**config.mk**
```make
export PLATFORM = sky130hd
export DESIGN_NAME = card_dealer
export DESIGN_NICKNAME = d
export VERILOG_FILES = /design/src/rtl/card_dealer_pkg.sv /design/src/rtl/card_dealer_player.sv /design/src/rtl/card_dealer.sv
export SDC_FILE = /design/constraint.sdc
export NUM_CORES = 1
export LEC_CHECK = 0
export ABC_AREA = 1
export BUFFER_PORTS_ARGS = -buffer_cell sky130_fd_sc_hd__buf_2
export CAP_MARGIN = 15
export CORE_ASPECT_RATIO = 0.75
export CORE_MARGIN = 3
export CORE_UTILIZATION = 50
export CTS_CLUSTER_SIZE = 40
export DETAILED_ROUTE_END_ITERATION = 10
export PLACE_DENSITY_LB_ADDON = 0.15
export SYNTH_ARGS = -nofsm -noshare
export SYNTH_HDL_FRONTEND = slang
export SYNTH_SLANG_ARGS = --single-unit
```
**constraint.sdc**
```tcl
create_clock -name clock -period 3.7 [get_ports clock]
set_clock_uncertainty 0.2 [all_clocks]
set_input_delay 0.74 -clock clock [delete_from_list [all_inputs] [get_ports clock]]
set_output_delay 0.74 -clock clock [all_outputs]
set_load 0.005 [all_outputs]
```
**src/rtl/card_dealer_pkg.sv**
```systemverilog
// ---------------------------------------------------------------------------
// card_dealer_pkg
// Constants and state encoding shared by the card shuffler and card dealer.
//   DECK_SIZE : number of cards held at consecutive RAM addresses
//   ADDR_W    : card RAM address width
//   DATA_W    : card value width
//   dealer_state_t : dealer FSM states; the encoding is fixed so the top
//                    FSM and debug tools can decode it directly.
// ---------------------------------------------------------------------------
package card_dealer_pkg;

    localparam int DECK_SIZE = 52;
    localparam int ADDR_W    = 6;
    localparam int DATA_W    = 4;

    typedef enum logic [2:0] {
        IDLE    = 3'd0,
        READ    = 3'd1,
        CAPTURE = 3'd2,
        PRESENT = 3'd3,
        EMPTY   = 3'd4
    } dealer_state_t;

endpackage

```
**src/rtl/card_dealer_player.sv**
```systemverilog
// ---------------------------------------------------------------------------
// player_rotator
// Modulo-NUM_PLAYERS counter naming the player who receives the next card.
// Ports:
//   clock    in   system clock, rising edge
//   reset_n  in   synchronous active-low reset
//   clear    in   synchronous clear back to player 0
//   advance  in   step to the next player in rotation
//   playerId out  current recipient (0 .. NUM_PLAYERS-1)
// ---------------------------------------------------------------------------
module player_rotator #(
    parameter int NUM_PLAYERS = 2
) (
    input  logic       clock,
    input  logic       reset_n,
    input  logic       clear,
    input  logic       advance,
    output logic [1:0] playerId
);

    // Rotation counter: reset and clear both return to player 0, otherwise
    // step round-robin and wrap after the last player.
    always_ff @(posedge clock) begin
        if (!reset_n || clear) begin
            playerId <= 2'd0;
        end else if (advance) begin
            if (playerId == 2'(NUM_PLAYERS - 1)) begin
                playerId <= 2'd0;
            end else begin
                playerId <= playerId + 2'd1;
            end
        end
    end

endmodule

```
**src/rtl/card_dealer.sv**
```systemverilog
// ---------------------------------------------------------------------------
// card_dealer
// Reads the shuffled deck out of the card RAM one address at a time and
// presents each card to the game logic with a valid/taken handshake, dealing
// round-robin to the players. Signals the top FSM when the deck is used up.
// Ports:
//   clock      in   system clock, rising edge
//   reset_n    in   synchronous active-low reset
//   start      in   enable from top FSM; low acts as a soft reset
//   memData    in   RAM read data, valid the cycle after a memClock pulse
//   dealReq    in   request one card (level, only looked at in IDLE)
//   cardTaken  in   consumer accepted the presented card
//   memAddr    out  RAM address (BASE_ADDR + read pointer)
//   memClock   out  one-cycle RAM read strobe
//   card       out  presented card value
//   cardValid  out  card/playerId are valid
//   playerId   out  recipient of the presented card
//   cardsLeft  out  cards not yet taken
//   deckEmpty  out  every card has been taken
// ---------------------------------------------------------------------------
module card_dealer #(
    parameter int DECK_SIZE   = card_dealer_pkg::DECK_SIZE,
    parameter int BASE_ADDR   = 0,
    parameter int ADDR_W      = card_dealer_pkg::ADDR_W,
    parameter int DATA_W      = card_dealer_pkg::DATA_W,
    parameter int NUM_PLAYERS = 2
) (
    input  logic              clock,
    input  logic              reset_n,
    input  logic              start,
    input  logic [DATA_W-1:0] memData,
    input  logic              dealReq,
    input  logic              cardTaken,
    output logic [ADDR_W-1:0] memAddr,
    output logic              memClock,
    output logic [DATA_W-1:0] card,
    output logic              cardValid,
    output logic [1:0]        playerId,
    output logic [ADDR_W-1:0] cardsLeft,
    output logic              deckEmpty
);

    import card_dealer_pkg::*;

    dealer_state_t     state;
    dealer_state_t     nextState;
    logic [ADDR_W-1:0] ptr;
    logic              takeNow;
    logic              lastCard;
    logic              softClear;

    // A take only counts while a card is actually on offer.
    assign takeNow   = (state == PRESENT) && cardTaken;
    // Widened by one bit so the compare cannot alias when ptr is near full.
    assign lastCard  = ({1'b0, ptr} + (ADDR_W + 1)'(1)) == (ADDR_W + 1)'(DECK_SIZE);
    assign softClear = !start;

    // Moore outputs decoded straight from the state register.
    assign memClock  = (state == READ);
    assign cardValid = (state == PRESENT);
    assign deckEmpty = (state == EMPTY);
    assign memAddr   = ADDR_W'(BASE_ADDR) + ptr;

    // Next-state logic. The soft reset from start is applied in the
    // sequential block, so here start can be assumed high.
    always_comb begin
        nextState = state;
        case (state)
            IDLE:    if (dealReq) nextState = READ;
            READ:    nextState = CAPTURE;
            CAPTURE: nextState = PRESENT;
            PRESENT: if (cardTaken) nextState = lastCard ? EMPTY : IDLE;
            EMPTY:   nextState = EMPTY;
            default: nextState = IDLE;
        endcase
    end

    // State, read pointer, card register and remaining-card count. A reset
    // or start drop abandons any card in flight without counting it.
    always_ff @(posedge clock) begin
        if (!reset_n || !start) begin
            state     <= IDLE;
            ptr       <= '0;
            cardsLeft <= ADDR_W'(DECK_SIZE);
            card      <= '0;
        end else begin
            state <= nextState;
            if (state == CAPTURE) begin
                card <= memData;
            end
            if (takeNow) begin
                ptr       <= ptr + ADDR_W'(1);
                cardsLeft <= cardsLeft - ADDR_W'(1);
            end
        end
    end

    player_rotator #(
        .NUM_PLAYERS(NUM_PLAYERS)
    ) u_rotator (
        .clock   (clock),
        .reset_n (reset_n),
        .clear   (softClear),
        .advance (takeNow),
        .playerId(playerId)
    );

endmodule

```
==> results of run 1 <==
==> worst paths after layout <==
path	from	endpoint	slack [ns]	cells after the start
max	state[1]$_SDFFE_PP0P_	cardValid	1.69	3
min	u_rotator.playerId[1]$_SDFFE_PP0P_	u_rotator.playerId[1]$_SDFFE_PP0P_	0.24	2
max reg2reg	state[1]$_SDFFE_PP0P_	cardsLeft[4]$_SDFFE_PP1P_	2.07	5
min reg2reg	u_rotator.playerId[1]$_SDFFE_PP0P_	u_rotator.playerId[1]$_SDFFE_PP0P_	0.24	2
==> cell families (layout without fill, tap and decap cells) <==
logic type      after synthesis  in the layout  synth area share (%)
simple gates                 60             60                  28.1
compound gates               24             24                  12.7
buf+inv                      23             54                  9.86
flops                        21             21                  43.6
fa+ha+maj                     3              3                  3.89
xor+xnor                      2              2                  1.82
==> worst register-to-register path: stages (launching register included) <==
cell and delay, ns:
sky130_fd_sc_hd__dfxtp_1 0.43, sky130_fd_sc_hd__nand3_2 0.16, sky130_fd_sc_hd__nor2_4 0.27, sky130_fd_sc_hd__nand3b_1 0.19, sky130_fd_sc_hd__o21ai_0 0.19, sky130_fd_sc_hd__nand3_1 0.08
==> layer usage <==
layer | routed length [microns] | track usage, %
met1 | 1020 | 27.1
met2 | 982 | 29.0
met3 | 135 | 4.37
met4 | 10 | 4.27
met5 | 0 | 0
==> area by class of cell <==
type | instances | area (sq um) | area share, %
inverters | 21 | 78.8 | 6.87
repair buffers | 29 | 145 | 12.6
flip-flops and latches | 21 | 420 | 36.6
multi-input cells | 89 | 449 | 39.1
well taps | 22 | 27.5 | 2.40
clock buffers | 4 | 26.3 | 2.29
==> Yosys cell counts <==
cell	count
sky130_fd_sc_hd__nor4_1	1
sky130_fd_sc_hd__inv_2	1
sky130_fd_sc_hd__nand2_1	21
sky130_fd_sc_hd__inv_1	20
sky130_fd_sc_hd__a21oi_1	10
sky130_fd_sc_hd__nand4_1	2
sky130_fd_sc_hd__buf_6	1
sky130_fd_sc_hd__nor2_4	2
sky130_fd_sc_hd__o21ai_0	13
sky130_fd_sc_hd__nand3b_1	2
sky130_fd_sc_hd__o211ai_1	1
sky130_fd_sc_hd__nor2_1	23
sky130_fd_sc_hd__dfxtp_1	21
sky130_fd_sc_hd__buf_2	1
sky130_fd_sc_hd__xor2_1	2
sky130_fd_sc_hd__nand3_2	1
sky130_fd_sc_hd__nand3_1	8
sky130_fd_sc_hd__ha_1	3
==> power breakdown <==
part / switching, mW / internal (mW)
clock: 0.0685 / 0.0420
sequential: 0.00148 / 0.228
combinational: 0.0105 / 0.00705
total: 0.0805 / 0.277
==> through the flow <==
stage                     util (%)  std cells
after detailed placement      63.2        182
after global placement        63.2        182
after global routing          64.7        186
after CTS                     64.7        186
final                         64.7        186
after floorplan                  -        133
==> registers in the layout, summed over array words and instances (netlist names) <==
signal	cells
cardsLeft	6
card	4
state	3
u_rotator.playerId	2
ptr	6
==> impl_metrics.yaml, run 1 <==
timing:
  final_critical_path_setup_slack_ns: 1.69
  timing.final.hold_violations: 0
  final_period_minus_worst_setup_slack_ns: 2.01
  min_period_over_period_pct: 54.3
  fin_worst_hold_slack_ns: 0.244
  worst_slew_pin_slew_ns: 0.411
  relSlewSlack_pct: 72.6
  max_freq_mhz: 498
  slew_violations: 0
  final_setup_violation_count: 0
  setup_repair_after_global_routing_missed_its_margin: "no"
  setup_total_negative_slack_ns: 0
finish:
  fillCellCount: 174
  insertedDiodeCount: 0
  post_route_cells_drive_above_1_share_pct: 22.0
  synthToLayoutAreaGrowth_pct: 18.9
  mostFrequentLayoutCells: "29 x sky130_fd_sc_hd__buf_2, 23 x sky130_fd_sc_hd__nor2_1, 21 x sky130_fd_sc_hd__nand2_1, 21 x sky130_fd_sc_hd__dfxtp_1, 20 x sky130_fd_sc_hd__inv_1"
  finish.instance_area_sq_mm: 0.00115
  mostFrequentLayoutCell: "sky130_fd_sc_hd__buf_2"
  num-nets-final: 177
synth:
  ys_ff_latch: 21
  synthesis.area_per_instance_sq_um: 7.25
  synthesis_warning_total: 0
  yosysUniqueCellTypes: 18
  synth.yosys.seq_area_share_pct: 43.6
  mappedNetlistArea_sq_um: 965
  number_of_standard_cells_after_synthesis: 133
  yosys.area.top_type: "sky130_fd_sc_hd__dfxtp_1"
  yosys.area.top_type_share_pct: 43.6
  synthesis.nets: 145
  synth_area_leaders: "sky130_fd_sc_hd__dfxtp_1 44%, sky130_fd_sc_hd__nor2_1 8.9%, sky130_fd_sc_hd__nand2_1 8.2%, sky130_fd_sc_hd__inv_1 7.8%, sky130_fd_sc_hd__o21ai_0 6.7%"
route:
  finalWirelength_mm: 2.15
  starting_drt_drc_count: 30
  dr_total_vias: 921
  drtPass1Iterations: 7
  post_route_ant_nets: 0
  wl_per_cell_microns: 11.6
  vias_per_cell: 4.95
  remaining_design_rule_violation_count: 0
placement:
  hpwlAfterDp_mm: 1.65
  placed_area_sq_mm: 0.00112
  placement.setup.worst_slack_ns: 1.72
  routability_cong: 0.724
  io_buffers: 29
clock_tree:
  cts_root_buffer: "sky130_fd_sc_hd__clkbuf_4"
  cts_resized: 0
  clk_latency_ns: 0.30
  clock_transition_at_the_registers_of_the_reported_paths_ns: 0.12
  cts_buffers: 3
  cts.repair_timing.setup_buffer_count: 0
  clock_tree.htree_level_count: 1
  cts.hold.buffers_added: 0
  clock_sink_count: 21
  tritoncts: "done"
  clk_path_buf_depth: 2
grt:
  maximum_number_of_pins_on_one_net_before_global_route_repair: 16
  grt_pass1_wl_mm: 3.67
  grt_pass1_vias: 796
  grt.overflow.total: 0
  number_of_antenna_violations_at_the_first_check_in_global_routing: 0
  gr_util_all_layers_pct: 18.9
pwr:
  ir_worst_vdd_mv: 0.231
  power.total_uw: 357
  pwr_density_cell_mw_per_mm2: 311
  power_leakage_nw: 0.565
die:
  die_w_microns: 56.7
  fp-row-count: 13
  effective_utilization_at_floorplan_pct: 54.4
  die_h_microns: 44.0
  floorplan.die_area_sq_mm: 0.00250
  io_count: 30
  core_area_sq_mm: 0.00177
critical_path:
  worstPathCellList: "nand3_2 > inv_1 > buf_2"
  crit_path_top_delay_cell: "sky130_fd_sc_hd__dfxtp_1"
  worstSetupEndpointType: "output port"
  critPathRequiredTime_ns: 2.76
  slowest_delay_ns: 0.43
  worst_ep_arrival_time_ns: 1.07
  setup.worst_path.class: "reg -> out"
  cp.buffers_inverters: 2
  startpoint_type: "register"
  cp_top_family: "flip-flops"
  critPathMaxFanout: 5
run:
  maxCapViolCount: 0
hold_path:
  timing.hold.worst.class: "reg -> reg"
outcome:
  status: "finished, final reports clean"
Power figures use the tool's default switching activity.
==> inputs of run 2 (changes only) <==
--- a/config.mk
+++ b/config.mk
@@ -10,7 +10,7 @@
 export CAP_MARGIN = 15
 export CORE_ASPECT_RATIO = 0.75
 export CORE_MARGIN = 3
-export CORE_UTILIZATION = 50
+export CORE_UTILIZATION = 49
 export CTS_CLUSTER_SIZE = 40
 export DETAILED_ROUTE_END_ITERATION = 10
 export PLACE_DENSITY_LB_ADDON = 0.15
==> constraint.sdc (replaced) <==
create_clock -name clock -period 1.9 [get_ports clock]
set_clock_uncertainty 0.2 [all_clocks]
set_input_delay 0.38 -clock clock [delete_from_list [all_inputs] [get_ports clock]]
set_output_delay 0.38 -clock clock [all_outputs]
set_load 0.005 [all_outputs]
==> impl_metrics.yaml, run 2 (synthesized netlist as in run 1, its figures left out) <==
clock_tree:
  cts_root_buffer: "sky130_fd_sc_hd__clkbuf_4"
  clock_tree.htree_level_count: 1
  cts_buffers: 3
  clk_path_buf_depth: 2
  cts.hold.buffers_added: 0
  clock_transition_at_the_registers_of_the_reported_paths_ns: 0.12
  clock_sink_count: 21
  tritoncts: "done"
  cts.repair_timing.setup_buffer_count: 0
  clk_latency_ns: 0.31
  cts_resized: 0
pwr:
  pwr_density_cell_mw_per_mm2: 610
  switching_share_pct: 23.5
  power_leakage_nw: 0.567
  cell_internal_pwr_uw: 536
  seq_power_share_pct: 63.7
  ir_worst_vdd_mv: 0.493
  power_frac_clock_pct: 31.5
  power.share.combinational_pct: 4.8
  switching_pwr_uw: 165
grt:
  maximum_number_of_pins_on_one_net_before_global_route_repair: 16
  number_of_antenna_violations_at_the_first_check_in_global_routing: 0
  gr_util_all_layers_pct: 18.0
  grt.overflow.total: 0
  grt_pass1_wl_mm: 3.56
  grt_pass1_vias: 817
placement:
  placement.setup.worst_slack_ns: 0.265
  placed_cells_incl_taps: 182
  io_buffers: 29
  routability_cong: 0.718
  hpwlAfterDp_mm: 1.59
finish:
  fillCellCount: 191
  num-nets-final: 177
  insertedDiodeCount: 0
  biggestRegsByFlops: "cardsLeft: 6 flops, ptr: 6 flops, card: 4 flops"
  multi_input_comb_area_sq_um: 449
  final_util_pct: 64.2
  mostFrequentLayoutCell: "sky130_fd_sc_hd__buf_2"
  layoutNonFillerInstCount: 186
  post_route_cells_drive_above_1_share_pct: 22.6
  mostFrequentLayoutCells: "29 x sky130_fd_sc_hd__buf_2, 23 x sky130_fd_sc_hd__nor2_1, 21 x sky130_fd_sc_hd__nand2_1, 21 x sky130_fd_sc_hd__dfxtp_1, 20 x sky130_fd_sc_hd__inv_1"
  sequential_cell_area_sq_um: 420
  synthToLayoutAreaGrowth_pct: 19.1
route:
  dr_total_vias: 942
  vias_per_cell: 5.06
  finalWirelength_mm: 2.06
  starting_drt_drc_count: 33
  remaining_design_rule_violation_count: 0
  wl_per_cell_microns: 11.1
  drtPass1Iterations: 5
  post_route_ant_nets: 0
critical_path:
  worstSetupEndpointType: "output port"
  critPathRequiredTime_ns: 1.32
  crit_path_top_delay_cell: "sky130_fd_sc_hd__dfxtp_1"
  cp.buffers_inverters: 2
  worst_ep_arrival_time_ns: 1.12
  slowest_delay_ns: 0.45
  startpoint_type: "register"
  cp_top_family: "flip-flops"
  worstPathCellList: "nand3_2 > inv_1 > buf_2"
  setup.worst_path.class: "reg -> out"
  critPathMaxFanout: 5
  regToRegStartpoint: "state[1]$_SDFFE_PP0P_"
  crit_path_start: "state[1]$_SDFFE_PP0P_"
timing:
  final_critical_path_setup_slack_ns: 0.201
  max_freq_mhz: 589
  relSlewSlack_pct: 74.4
  final_period_minus_worst_setup_slack_ns: 1.70
  min_period_over_period_pct: 89.4
  setup_repair_after_global_routing_missed_its_margin: "no"
  final_setup_violation_count: 0
  timing.final.hold_violations: 0
  worst_slew_pin_slew_ns: 0.384
  setup_total_negative_slack_ns: 0
  slew_violations: 0
outcome:
  status: "finished, final reports clean"
die:
  core_area_sq_mm: 0.00179
  effective_utilization_at_floorplan_pct: 53.9
  io_count: 30
  fp-row-count: 13
  die_h_microns: 44.4
  floorplan.die_area_sq_mm: 0.00254
  die_w_microns: 57.2
hold_path:
  timing.hold.worst.class: "in -> reg"
  hold_path.startpoint: "memData[0]"
run:
  maxCapViolCount: 0
[run 2: cell types whose count changed in the layout (fill, tap and decap cells not counted)]
cell and change:
sky130_fd_sc_hd__clkbuf_1 -1, sky130_fd_sc_hd__clkinv_2 +1
[run 2: path summary, 6_finish.rpt]
kind	cells past startpoint	slack (ns)	endpoint
max	3	0.20	cardValid
min	3	0.12	card[0]$_SDFFE_PP0P_
min reg2reg	2	0.23	u_rotator.playerId[1]$_SDFFE_PP0P_
max reg2reg	5	0.23	cardsLeft[4]$_SDFFE_PP1P_
[run 2: power groups by stage]
| stage | clock, mW | sequential [mW] | combinational (mW) |
|---|---|---|---|
| final | 0.221 | 0.446 | 0.0334 |
| after global routing | 0.249 | 0.447 | 0.0382 |
| after CTS | 0.226 | 0.446 | 0.0334 |
| after detailed placement | 0 | 0.456 | 0.0332 |
| after global placement | 0 | 0.456 | 0.0329 |
| after floorplan | 0 | 0.456 | 0.0196 |
[run 2: routing by layer]
| metal | vias up | track usage (%) | share of wire (%) |
|---|---|---|---|
| li1 | 486 | - | - |
| met1 | 414 | 22.5 | 45 |
| met2 | 37 | 30.5 | 47 |
| met3 | 5 | 6.12 | 7.9 |
| met4 | 0 | 4.17 | 0.68 |
| met5 | - | 0 | 0 |
[run 2: layout make-up]
cell class / count / area share [%]
well taps: 22 / 2.40
clock buffers: 3 / 1.96
flip-flops and latches: 21 / 36.6
clock inverters: 1 / 0.436
repair buffers: 29 / 12.6
multi-input cells: 89 / 39.1
inverters: 21 / 6.86
[run 2: worst reg2reg max path: stages, from the launching register on]
cell and delay (ns):
sky130_fd_sc_hd__dfxtp_1 0.45, sky130_fd_sc_hd__nand3_2 0.18, sky130_fd_sc_hd__nor2_4 0.28, sky130_fd_sc_hd__nand3b_1 0.17
sky130_fd_sc_hd__o21ai_0 0.18, sky130_fd_sc_hd__nand3_1 0.09
[run 2: metrics by stage]
stage | hold WS, ns | instance area (sq um) | total power, mW
4_1_cts | 0.124 | 1150 | 0.705
3_3_place_gp | 0.219 | 1120 | 0.489
5_1_grt | 0.117 | 1150 | 0.734
3_5_place_dp | 0.221 | 1120 | 0.489
6_report | 0.124 | 1150 | 0.700
2_1_floorplan | 0.225 | 965 | 0.475
==> inputs of run 3 (changes only) <==
--- a/config.mk
+++ b/config.mk
@@ -14,6 +14,7 @@
 export CTS_CLUSTER_SIZE = 40
 export DETAILED_ROUTE_END_ITERATION = 10
 export PLACE_DENSITY_LB_ADDON = 0.15
+export RECOVER_POWER = 100
 export SYNTH_ARGS = -nofsm -noshare
 export SYNTH_HDL_FRONTEND = slang
 export SYNTH_SLANG_ARGS = --single-unit
==> impl_metrics.yaml, run 3 (synthesized netlist as in run 1, its figures left out) <==
critical_path:
  slowest_delay_ns: 0.45
  cp.buffers_inverters: 2
  setup.worst_path.class: "reg -> out"
  crit_path_top_delay_cell: "sky130_fd_sc_hd__dfxtp_1"
  reg2reg_to: "cardsLeft[4]$_SDFFE_PP1P_"
  r2r_setup_slack_ns: 0.24
  rr_worst_depth: 5
  worst_ep_arrival_time_ns: 1.11
  critPathMaxFanout: 5
  critPathRequiredTime_ns: 1.32
  worstSetupEndpointType: "output port"
  regToRegStartpoint: "state[1]$_SDFFE_PP0P_"
  startpoint_type: "register"
  worstPathCellList: "nand3_2 > inv_1 > buf_2"
  cp_top_family: "flip-flops"
timing:
  setup_total_negative_slack_ns: 0
  final_critical_path_setup_slack_ns: 0.206
  final_period_minus_worst_setup_slack_ns: 1.69
  min_period_over_period_pct: 89.1
  slew_violations: 0
  relSlewSlack_pct: 74.1
  max_freq_mhz: 590
  timing.final.hold_violations: 0
  worst_slew_pin_slew_ns: 0.389
  final_setup_violation_count: 0
  setup_repair_after_global_routing_missed_its_margin: "no"
grt:
  grt.overflow.total: 0
  grt_pass1_vias: 817
  grtUsageMet3_pct: 6.12
  grt_busiest_layer: "met2"
  maximum_number_of_pins_on_one_net_before_global_route_repair: 16
  gr_util_all_layers_pct: 18.0
  number_of_antenna_violations_at_the_first_check_in_global_routing: 0
  grt_pass1_wl_mm: 3.56
  use_met1_pct: 22.5
  gr-usage-met2_pct: 30.5
clock_tree:
  clock_tree.htree_level_count: 1
  cts_buffers: 3
  cts.hold.buffers_added: 0
  clock_sink_count: 21
  clk_path_buf_depth: 2
  cts.repair_timing.setup_buffer_count: 0
  cts_root_buffer: "sky130_fd_sc_hd__clkbuf_4"
  cts_resized: 0
  clk_latency_ns: 0.31
  clock_transition_at_the_registers_of_the_reported_paths_ns: 0.12
  tritoncts: "done"
finish:
  biggestRegsByFlops: "cardsLeft: 6 flops, ptr: 6 flops, card: 4 flops"
  fillCellCount: 195
  layoutNonFillerInstCount: 186
  insertedDiodeCount: 0
  mostFrequentLayoutCell: "sky130_fd_sc_hd__nor2_1"
  final_util_pct: 63.4
  num-nets-final: 177
  post_route_cells_drive_above_1_share_pct: 15.2
  synthToLayoutAreaGrowth_pct: 17.5
  mostFrequentLayoutCells: "23 x sky130_fd_sc_hd__nor2_1, 21 x sky130_fd_sc_hd__nand2_1, 21 x sky130_fd_sc_hd__dfxtp_1"
placement:
  io_buffers: 29
  placed_cells_incl_taps: 182
  hpwlAfterDp_mm: 1.59
  routability_cong: 0.718
  placement.setup.worst_slack_ns: 0.265
die:
  fp-row-count: 13
  io_count: 30
  die_h_microns: 44.4
  effective_utilization_at_floorplan_pct: 53.9
  core_area_sq_mm: 0.00179
  floorplan.die_area_sq_mm: 0.00254
  die_w_microns: 57.2
route:
  vias_per_cell: 5.05
  dr_total_vias: 940
  post_route_ant_nets: 0
  wl_per_cell_microns: 11.2
  finalWirelength_mm: 2.09
  drtPass1Iterations: 4
  starting_drt_drc_count: 29
  remaining_design_rule_violation_count: 0
hold_path:
  timing.hold.worst.class: "in -> reg"
  min_path_cells: 3
  hold_path.startpoint: "memData[0]"
  whs_endpoint: "card[0]$_SDFFE_PP0P_"
pwr:
  ir_worst_vdd_mv: 0.494
  pwr_density_cell_mw_per_mm2: 617
  power_leakage_nw: 0.524
run:
  maxCapViolCount: 0
outcome:
  status: "finished, final reports clean"
[run 3: cell types whose count changed in the layout (fill, tap and decap cells not counted)]
cell / before / now
sky130_fd_sc_hd__buf_2: 29 / 16
sky130_fd_sc_hd__clkbuf_1: 0 / 12
sky130_fd_sc_hd__clkbuf_2: 0 / 1
[run 3: metrics by stage]
stage | cell area [sq um] | total power [mW] | hold slack, ns
3_3_place_gp | 1120 | 0.489 | 0.219
5_1_grt | 1130 | 0.734 | 0.117
3_5_place_dp | 1120 | 0.489 | 0.221
2_1_floorplan | 965 | 0.475 | 0.225
4_1_cts | 1150 | 0.705 | 0.124
6_report | 1130 | 0.699 | 0.127
[run 3: tightest hold or removal path, cell delays in order]
cell and delay (ns):
sky130_fd_sc_hd__buf_2 0.07, sky130_fd_sc_hd__o21ai_0 0.08, sky130_fd_sc_hd__nor2_1 0.08
[run 3: routing by layer]
layer  routed length (microns)  vias to the layer above  share of wire (%)
met5                         0                        -                  0
met4                         6                        0               0.29
met3                       142                        3                6.8
met2                       980                       26                 47
met1                       958                      424                 46
li1                          -                      487                  -
[run 3: power breakdown]
| group | switching (mW) | internal [mW] | total, mW |
|---|---|---|---|
| sequential | 0.00297 | 0.443 | 0.446 |
| clock | 0.141 | 0.0787 | 0.220 |
| combinational | 0.0198 | 0.0135 | 0.0333 |
[run 3: worst max-delay path by stage]
stage,to,depth (start not counted),from,slack [ns]
2_1_floorplan,state[2]$_SDFFE_PP0P_,6,ptr[0]$_SDFFE_PP0P_,0.53
3_3_place_gp,cardsLeft[5]$_SDFFE_PP1P_,7,state[1]$_SDFFE_PP0P_,0.32
3_5_place_dp,cardsLeft[4]$_SDFFE_PP1P_,5,state[1]$_SDFFE_PP0P_,0.27
4_1_cts,cardValid,3,state[1]$_SDFFE_PP0P_,0.20
5_1_grt,cardsLeft[5]$_SDFFE_PP1P_,7,state[1]$_SDFFE_PP0P_,0.11
6_report,cardValid,3,state[1]$_SDFFE_PP0P_,0.21
[run 3: area by class of cell]
class | count | area (sq um) | share of cell area (%)
well taps | 22 | 27.5 | 2.43
clock buffers | 3 | 22.5 | 1.99
inverters | 21 | 78.8 | 6.95
multi-input cells | 89 | 449 | 39.6
repair buffers | 29 | 130 | 11.5
flip-flops and latches | 21 | 420 | 37.1
clock inverters | 1 | 5.00 | 0.442
